### config.mk
export PLATFORM = sky130hd
export DESIGN_NAME = sha3_absorb_buffer
export DESIGN_NICKNAME = d
export VERILOG_FILES = /design/src/rtl/sha3_pkg.sv /design/src/rtl/sha3_pad_gen.sv /design/src/rtl/sha3_absorb_buffer.sv
export SDC_FILE = /design/constraint.sdc
export NUM_CORES = 2
export LEC_CHECK = 0
export BUFFER_PORTS_ARGS = -buffer_cell sky130_fd_sc_hd__buf_2
export CAP_MARGIN = 20
export CORE_AREA = 2 2 451 453
export DETAILED_ROUTE_END_ITERATION = 12
export DIE_AREA = 0 0 453 455
export HOLD_SLACK_MARGIN = 0.02
export SYNTH_ARGS = -nofsm -noshare
export SYNTH_HDL_FRONTEND = slang
export SYNTH_SLANG_ARGS = --single-unit
### constraint.sdc
create_clock -name clk -period 2.7 [get_ports clk]
set_input_delay 0.135 -clock clk [delete_from_list [all_inputs] [get_ports clk]]
set_output_delay 0.135 -clock clk [all_outputs]
set_load 0.005 [all_outputs]
### src/rtl/sha3_pkg.sv
// Shared constants and FSM state encoding for the SHA3 absorb path.
package sha3_pkg;

  localparam int unsigned RATE_BYTES = 136;
  localparam int unsigned LANES      = 17;
  localparam logic [7:0]  DS_SHA3    = 8'h06;
  localparam logic [7:0]  PAD_END    = 8'h80;

  typedef enum logic [1:0] {
    StFill   = 2'd0,
    StPad    = 2'd1,
    StHold   = 2'd2,
    StPadBlk = 2'd3
  } sha3_state_e;

endpackage

### src/rtl/sha3_pad_gen.sv
// Builds the byte keep mask and XOR mask that turn a filled rate block into a SHA3-padded one.
module sha3_pad_gen
  import sha3_pkg::*;
(
  input  logic [7:0]              pos,
  input  logic                    pad_only,
  output logic [8*RATE_BYTES-1:0] keep_mask,
  output logic [8*RATE_BYTES-1:0] xor_mask,
  output logic                    no_pad
);

  always_comb begin
    keep_mask = '0;
    xor_mask  = '0;
    // A full 136-byte tail leaves no room; padding moves to a separate block.
    no_pad    = !pad_only && (pos >= 8'(RATE_BYTES));
    for (int j = 0; j < int'(RATE_BYTES); j++) begin
      if (no_pad || (!pad_only && j <= int'(pos))) begin
        keep_mask[8*j +: 8] = 8'hff;
      end
      if (!no_pad && ((pad_only && j == 0) || (!pad_only && j == int'(pos)))) begin
        xor_mask[8*j +: 8] = DS_SHA3;
      end
    end
    if (!no_pad) begin
      xor_mask[8*RATE_BYTES-1 -: 8] = xor_mask[8*RATE_BYTES-1 -: 8] ^ PAD_END;
    end
  end

endmodule

### src/rtl/sha3_absorb_buffer.sv
// Collects 64-bit message words into a 1088-bit rate block, applies SHA3 padding and hands blocks on.
// Optional SHA3_ABSORB_CNT_EN adds msg_blocks, a saturating per-message block counter.
module sha3_absorb_buffer
  import sha3_pkg::*;
#(
  parameter int unsigned DATAIN = 64,
  parameter int unsigned RATE   = 1088
) (
  input  logic              clk,
  input  logic              rst,
  input  logic              in_valid,
  output logic              in_ready,
  input  logic [DATAIN-1:0] in_data,
  input  logic              in_last,
  input  logic [3:0]        in_bytes,
  output logic              blk_valid,
  input  logic              blk_ready,
  output logic [RATE-1:0]   blk_data,
  output logic              blk_last
`ifdef SHA3_ABSORB_CNT_EN
  ,
  output logic [15:0]       msg_blocks
`endif
);

  localparam logic [1:0] ST_FILL   = StFill;
  localparam logic [1:0] ST_PAD    = StPad;
  localparam logic [1:0] ST_HOLD   = StHold;
  localparam logic [1:0] ST_PADBLK = StPadBlk;

  logic [1:0]        state_q, state_d;
  logic [4:0]        word_cnt_q, word_cnt_d;
  logic [RATE-1:0]   buf_q, buf_d;
  logic [7:0]        pos_q, pos_d;
  logic              padblk_q, padblk_d;
  logic              last_q, last_d;
  logic [RATE-1:0]   keep_mask, xor_mask;
  logic              no_pad;
  logic [3:0]        nbytes;
  logic [DATAIN-1:0] word_masked;
  logic              in_fire, blk_fire;

  assign in_ready  = (state_q == ST_FILL) && !rst;
  assign in_fire   = in_valid && in_ready;
  assign blk_valid = (state_q == ST_HOLD) && !rst;
  assign blk_fire  = blk_valid && blk_ready;
  assign blk_data  = buf_q;
  assign blk_last  = last_q;

  always_comb begin
    nbytes = (!in_last || in_bytes > 4'd8) ? 4'd8 : in_bytes;
    word_masked = '0;
    for (int k = 0; k < 8; k++) begin
      if (4'(k) < nbytes) word_masked[8*k +: 8] = in_data[8*k +: 8];
    end
  end

  sha3_pad_gen u_pad_gen (
    .pos       (pos_q),
    .pad_only  (state_q == ST_PADBLK),
    .keep_mask (keep_mask),
    .xor_mask  (xor_mask),
    .no_pad    (no_pad)
  );

  always_comb begin
    state_d    = state_q;
    word_cnt_d = word_cnt_q;
    buf_d      = buf_q;
    pos_d      = pos_q;
    padblk_d   = padblk_q;
    last_d     = last_q;
    unique case (state_q)
      ST_FILL: begin
        if (in_fire) begin
          for (int i = 0; i < int'(LANES); i++) begin
            if (word_cnt_q == 5'(i)) buf_d[DATAIN*i +: DATAIN] = word_masked;
          end
          word_cnt_d = word_cnt_q + 5'd1;
          pos_d      = {word_cnt_q, 3'b000} + {4'b0000, nbytes};
          if (in_last) begin
            state_d = ST_PAD;
          end else if (word_cnt_q == 5'(LANES - 1)) begin
            last_d  = 1'b0;
            state_d = ST_HOLD;
          end
        end
      end
      // Both the normal tail and the padding-only block go through the same mask.
      ST_PAD, ST_PADBLK: begin
        buf_d    = (buf_q & keep_mask) ^ xor_mask;
        padblk_d = no_pad;
        last_d   = !no_pad;
        state_d  = ST_HOLD;
      end
      ST_HOLD: begin
        if (blk_fire) begin
          buf_d      = '0;
          word_cnt_d = '0;
          last_d     = 1'b0;
          state_d    = padblk_q ? ST_PADBLK : ST_FILL;
        end
      end
      default: state_d = ST_FILL;
    endcase
  end

  always_ff @(posedge clk) begin
    if (rst) begin
      state_q    <= ST_FILL;
      word_cnt_q <= '0;
      buf_q      <= '0;
      pos_q      <= '0;
      padblk_q   <= 1'b0;
      last_q     <= 1'b0;
    end else begin
      state_q    <= state_d;
      word_cnt_q <= word_cnt_d;
      buf_q      <= buf_d;
      pos_q      <= pos_d;
      padblk_q   <= padblk_d;
      last_q     <= last_d;
    end
  end

`ifdef SHA3_ABSORB_CNT_EN
  logic [15:0] cnt_q;

  always_ff @(posedge clk) begin
    if (rst) begin
      cnt_q <= '0;
    end else if (blk_fire) begin
      if (last_q) cnt_q <= '0;
      else if (cnt_q != 16'hffff) cnt_q <= cnt_q + 16'd1;
    end
  end

  assign msg_blocks = cnt_q;
`endif

endmodule

; ---- Word-level counts from Yosys, hierarchy flattened
; Index checks and enable logic that the tools add are counted.
; Widths: inputs -> output; s select.
[word_totals]
ff_bits = 1105
out_inout_bits = 1091
inputBits = 73
[op_classes]
order_cmp = 145
n_eq_ne = 175
add_sub_neg = 2
muxes = 316
reduce_logical = 580
n_bitwise = 3
[ops]
columns = operator, n
row1 = $pmux 1088 s3, 1
row2 = $mux 1088, 2
row3 = $mux 8, 145
row4 = $and 1088x1088->1088, 1
row5 = $mux 64, 17
row6 = $xor 1088x1088->1088, 1
row7 = $eq 8x8->1 const A, 72
row8 = $le 7x8->1 const A, 64
row9 = $logic_and 1x1->1, 412
row10 = $mux 3, 136
row11 = $eq 7x8->1 const A, 32
row12 = $le 6x8->1 const A, 32
row13 = $logic_or 1x1->1, 138
row14 = $eq 6x8->1 const A, 16
row15 = $le 5x8->1 const A, 16
row16 = $eq 5x8->1 const A, 8
row17 = $le 4x8->1 const A, 8
row18 = $le 8x8->1 const A, 8
row19 = $reduce_and 3->1, 19
row20 = $eq 5x4->1 const B, 8
row21 = $ne 2x1->1 const B, 17
row22 = $eq 4x8->1 const A, 4
row23 = $le 3x8->1 const A, 4
row24 = $eq 5x3->1 const B, 4
row25 = other kinds (34), 56

; ---- Depth between registers and ports, before layout
[depth]
word_depth = 9
ltp_mapped = 11
depth_no_buf = 9

; ---- Cells and area by module
; From an unflattened synthesis, not the netlist that was laid out.
[hier_totals]
cells_unflattened = 10137
area_unflattened_um2 = 75939.1
[modules_own_cells]
columns = module, n_inst, seq_area_each_um2, area_per_inst_um2, cells_each
row1 = sha3_absorb_buffer, 1, 22121.2, 59019.1, 7741
row2 = sha3_pad_gen, 1, 0.0, 16920.0, 2396

; ---- Least setup slack after synthesis
; No wires, ideal clock.
[synth_timing]
path_type = flip-flop to flip-flop
from = register word_cnt_q[2]
to = register buf_q[989], in the netlist blk_data[989]
t_arrival_ns = 2.130
setup_slack_ns = 0.511
stages_incl_launch_ff = 10
required_ns = 2.641
cell_sequence = dfxtp_1 clkbuf_1 and3_1 ha_1 nand3b_1 a21oi_1 nor2_1 nor2_1 buf_2 a22o_1
[synth_between]
elab_chain_cells = 3
[synth_rtl]
columns = item, line
row1 = start: declaration, sha3_absorb_buffer.sv:32  ; logic [4:0] word_cnt_q, word_cnt_d;
row2 = start signal: assignment, sha3_absorb_buffer.sv:118  ; word_cnt_q <= word_cnt_d;
row3 = $eq 5x4->1, sha3_absorb_buffer.sv:77  ; if (word_cnt_q == 5'(i)) buf_d[DATAIN*i +: DATAIN] = word_masked;
row4 = $ne 2x1->1 (no line), n/a
row5 = $reduce_and 3->1 (no line), n/a
row6 = end signal: assignment, sha3_absorb_buffer.sv:119  ; buf_q <= buf_d;
row7 = end: declaration, sha3_absorb_buffer.sv:33  ; logic [RATE-1:0] buf_q, buf_d;
; No other way between the ends.
; A chain may end at the register's enable or synchronous reset.

; ---- Worst setup path in the final report
[layout_timing]
from = register state_q[1]
to = register buf_q[852], in the netlist blk_data[852]
[layout_between]
elab_chain_cells = 8
word_cells_on_any_way = 21
cone_classes = eq/ne (6) / mux (2) / bitwise (2) / reduce/logical (11)
[layout_rtl]
columns = item, line
row1 = start: declaration, sha3_absorb_buffer.sv:31  ; logic [1:0] state_q, state_d;
row2 = start signal: assignment, sha3_absorb_buffer.sv:117  ; state_q <= state_d;
row3 = $eq 2x2->1, "sha3_absorb_buffer.sv:60, sha3_absorb_buffer.sv:73"
row4 = $logic_not 1->1, "sha3_pad_gen.sv:16, sha3_pad_gen.sv:18"
row5 = "$logic_and 1x1->1, on equally long branches", "sha3_pad_gen.sv:16, sha3_pad_gen.sv:18"
row6 = $logic_or 1x1->1, sha3_pad_gen.sv:18  ; if (no_pad || (!pad_only && j <= int'(pos))) begin
row7 = $mux 8, sha3_pad_gen.sv:18
row8 = $and 1088x1088->1088, sha3_absorb_buffer.sv:91  ; buf_d = (buf_q & keep_mask) ^ xor_mask;
row9 = $xor 1088x1088->1088, sha3_absorb_buffer.sv:91
row10 = $pmux 1088 s3, sha3_absorb_buffer.sv:73  ; unique case (state_q)
; Several ways; a longest one is shown, not always the timed one.

==> impl_metrics.json <==
{
  "drtPass1Iterations": 9,
  "final_nets": 6256,
  "hold_class": "input pin to register",
  "dp_cells": 8652,
  "power_mw": 43.08,
  "netlist_area_um2": 43810,
  "drt_iter0_drc": 5896,
  "synth-seq-cells": 1105,
  "hpwl_mm": 230.8,
  "yosysMostFrequentCell": "dfxtp_1",
  "regToRegSetupSlack_ps": -40,
  "seqPwrFrac_pct": 40.3,
  "numPortBuffers": 1163,
  "status": "finished, violations left",
  "synthToLayoutAreaGrowth_pct": 38.58,
  "die_w_um": 453,
  "worstSetupStartpoint": "state_q[1]",
  "violations": "negative setup slack",
  "reg2reg_depth": 9,
  "via_per_inst": 5.306,
  "skew_ps": 42.88,
  "worstSetupEndpoint": "blk_data[852]",
  "drive_gt1_share_pct": 32.29,
  "critical_path_class": "register to register",
  "fillerInstances": 21190,
  "power_switching_mw": 13.42,
  "synth_top_area_cell": "dfxtp_1",
  "core_area_um2": 201300,
  "grt_pass1_vias": 44160,
  "grt_usage_pct": 27.61,
  "ant_nets": 0,
  "clockBufferDepth": 3,
  "multi_input_area_um2": 19830,
  "internal_power_mw": 29.65,
  "crit_arrival_ps": 3440,
  "tightest_slew_ps": 1176,
  "antenna_found_initial": 27,
  "stdcell_count": 8967,
  "ff_latch_area_um2": 22140,
  "fin_crit_ps": 2739,
  "p_leak_nw": 25.72,
  "powerDensity_nw_per_um2": 709.5,
  "relSlewSlack_pct": 21.06,
  "fin_ws_ps": -39.29,
  "dp_slack_ps": -322.7,
  "clock_latency_ps": 830,
  "ys_types": 100,
  "wl_mm": 300.1,
  "grt_overflow": 0,
  "rsz0062_at_grt": "yes",
  "fin_crit_sh_pct": 101.5,
  "synth_area_per_cell_um2": 9.097,
  "cts_sinks": 1105,
  "start_util_pct": 21.76,
  "cts_buffers": 131,
  "synth_area_leaders": "dfxtp_1 50%, a22oi_1 11%, nor2_1 7.2%, a22o_1 5.3%, buf_2 2.4%",
  "synthTopCellsByCount": "1,105 x dfxtp_1, 844 x nor2_1, 642 x a22oi_1",
  "synthFlopType": "dfxtp_1",
  "routedWlPerCell_um": 33.47,
  "r2r-start": "state_q[1]",
  "clk_pin_slew_ps": 60,
  "setup_viol": 12,
  "syn_inst": 4816,
  "htreeDepth": 4,
  "combPwrFrac_pct": 16.6,
  "synth_nets": 4896,
  "ys_warn_count": 0,
  "grt_pass1_wl_mm": 391.6,
  "switching_share_pct": 31.16,
  "async_reset_ff_share_pct": 0,
  "synth_top_area_share_pct": 50.49,
  "cts_tree": "done",
  "final-hold-violation-count": 0,
  "start_kind": "register",
  "via_count": 47580,
  "maxCapViolCount": 0,
  "fmax_mhz": 365.1,
  "dieHeight_um": 455,
  "cts-root-buf": "clkbuf_16",
  "endpoint_kind": "register",
  "num_rows": 165,
  "ioPinCount": 1164,
  "place_congestion": 1.022,
  "cp_data_required_time_ps": 3410,
  "holdWs_ps": 76.10,
  "rr_endpoint": "blk_data[852]",
  "remaining_drc_errors": 0,
  "pwr-share-clk_pct": 43.1,
  "critPathMaxFanout": 21,
  "die-area_um2": 206100,
  "ys_seq_area_share_pct": 50.49,
  "slew_viol_final": 0,
  "vdd_drop_max_mv": 0.6845,
  "synth_edf_count": 0,
  "grt_max_degree": 180
}
## power by group through the flow
stage | Combinational (mW) | Clock, mW | Sequential (mW)
global placement | 6.94 | 0 | 17.7
floorplan | 2.82 | 0 | 17.7
global route | 7.43 | 19.4 | 17.4
finish | 7.16 | 18.5 | 17.4
CTS | 7.11 | 18.8 | 17.3
detailed placement | 6.99 | 0 | 17.7
## worst min path at each step
stage / start / end / slack [ps] / cells past startpoint
6_report: in_data[15] / blk_data[399] / 80 / 3
2_1_floorplan: in_bytes[0] / pos_q[0] / 260 / 2
3_3_place_gp: rst / word_cnt_q[1] / 440 / 2
4_1_cts: in_data[3] / blk_data[963] / 30 / 4
5_1_grt: in_data[13] / blk_data[269] / 70 / 3
3_5_place_dp: rst / word_cnt_q[1] / 440 / 2
## critical path, stage by stage (launching register included)
cell,delay [ps]
dfxtp_2,520
buf_4,190
nand2_1,90
buf_12,180
o21ai_1,270
o221ai_1,310
a21oi_1,520
nor2_1,100
buf_4,220
a22o_1,190
## metrics by stage
stage	util [%]	cell area [µm²]	TNS (ps)
2_1_floorplan	-	43810	0
5_1_grt	30.15	60690	-1676
4_1_cts	30.05	60490	0
6_report	30.16	60710	-218.1
3_3_place_gp	27.51	55380	-7476
3_5_place_dp	27.52	55400	-5311
## layout by cell type, fill, tap and decap left out, drive strengths merged, types with 15 or more instances in the layout
cell         synthesis  final
buf                266   1629
dfxtp             1105   1105
nor2               862    862
a22oi              642    642
nand2              289    289
a22o               265    265
a21oi              222    222
o21ai              215    215
clkbuf             196    182
o31ai               86     86
a311oi              80     80
and2                79     79
nand3               61     61
dlygate4sd3          0     60
nor3                54     54
o22ai               42     42
a31oi               28     28
inv                 12     27
xor2                26     26
clkinv               0     25
a211oi              24     24
nand2b              20     20
a21o                19     19
and3                18     18
nor2b               16     16
diode                0     15
or3                 15     15
## cell families (layout without fill, tap and decap cells)
| kind of cell | count (synthesis) | in the layout | synth area share (%) |
|---|---|---|---|
| mux | 7 | 7 | 0.1599 |
| buf+inv | 474 | 1938 | 5.075 |
| flops | 1105 | 1105 | 50.49 |
| xor+xnor | 35 | 35 | 0.6997 |
| fa+ha+maj | 7 | 7 | 0.1999 |
| compound gates | 1705 | 1705 | 28.19 |
| simple gates | 1483 | 1483 | 15.18 |
| other cells | 0 | 15 | 0 |
## per-layer routing
metal | GRT usage [%] | wire (µm) | vias up
met5 | 0 | 75 | -
met4 | 20.48 | 25870 | 12
met3 | 6.925 | 26410 | 775
met2 | 43.12 | 133600 | 3024
met1 | 32.79 | 114200 | 23420
li1 | - | - | 20350
## sequential cells by signal (all words and copies together) (netlist names)
register / count
blk_data: 1088
blk_last: 1
padblk_q: 1
pos_q: 8
state_q: 2
word_cnt_q: 5
## what timing repair did
| action | in CTS | in global routing |
|---|---|---|
| hold buffers | 60 | 0 |
| pin swaps | 1 | 1 |
| resized for setup | 21 | 38 |
| setup buffers | 0 | 3 |
| endpoints found under the setup margin | 126 | 266 |
| endpoints found under the hold margin | 651 | 0 |
## layout make-up
cell class                 count  area share, %
sequential                  1105          36.47
multi-input combinational   3237          32.65
timing repair buffer        1689          17.95
clock buffer                 182          6.216
tap                         2672          5.507
clock inverter                55          1.065
inverter                      12        0.07419
antenna                       15        0.06183
Power figures use the tool's default switching activity.
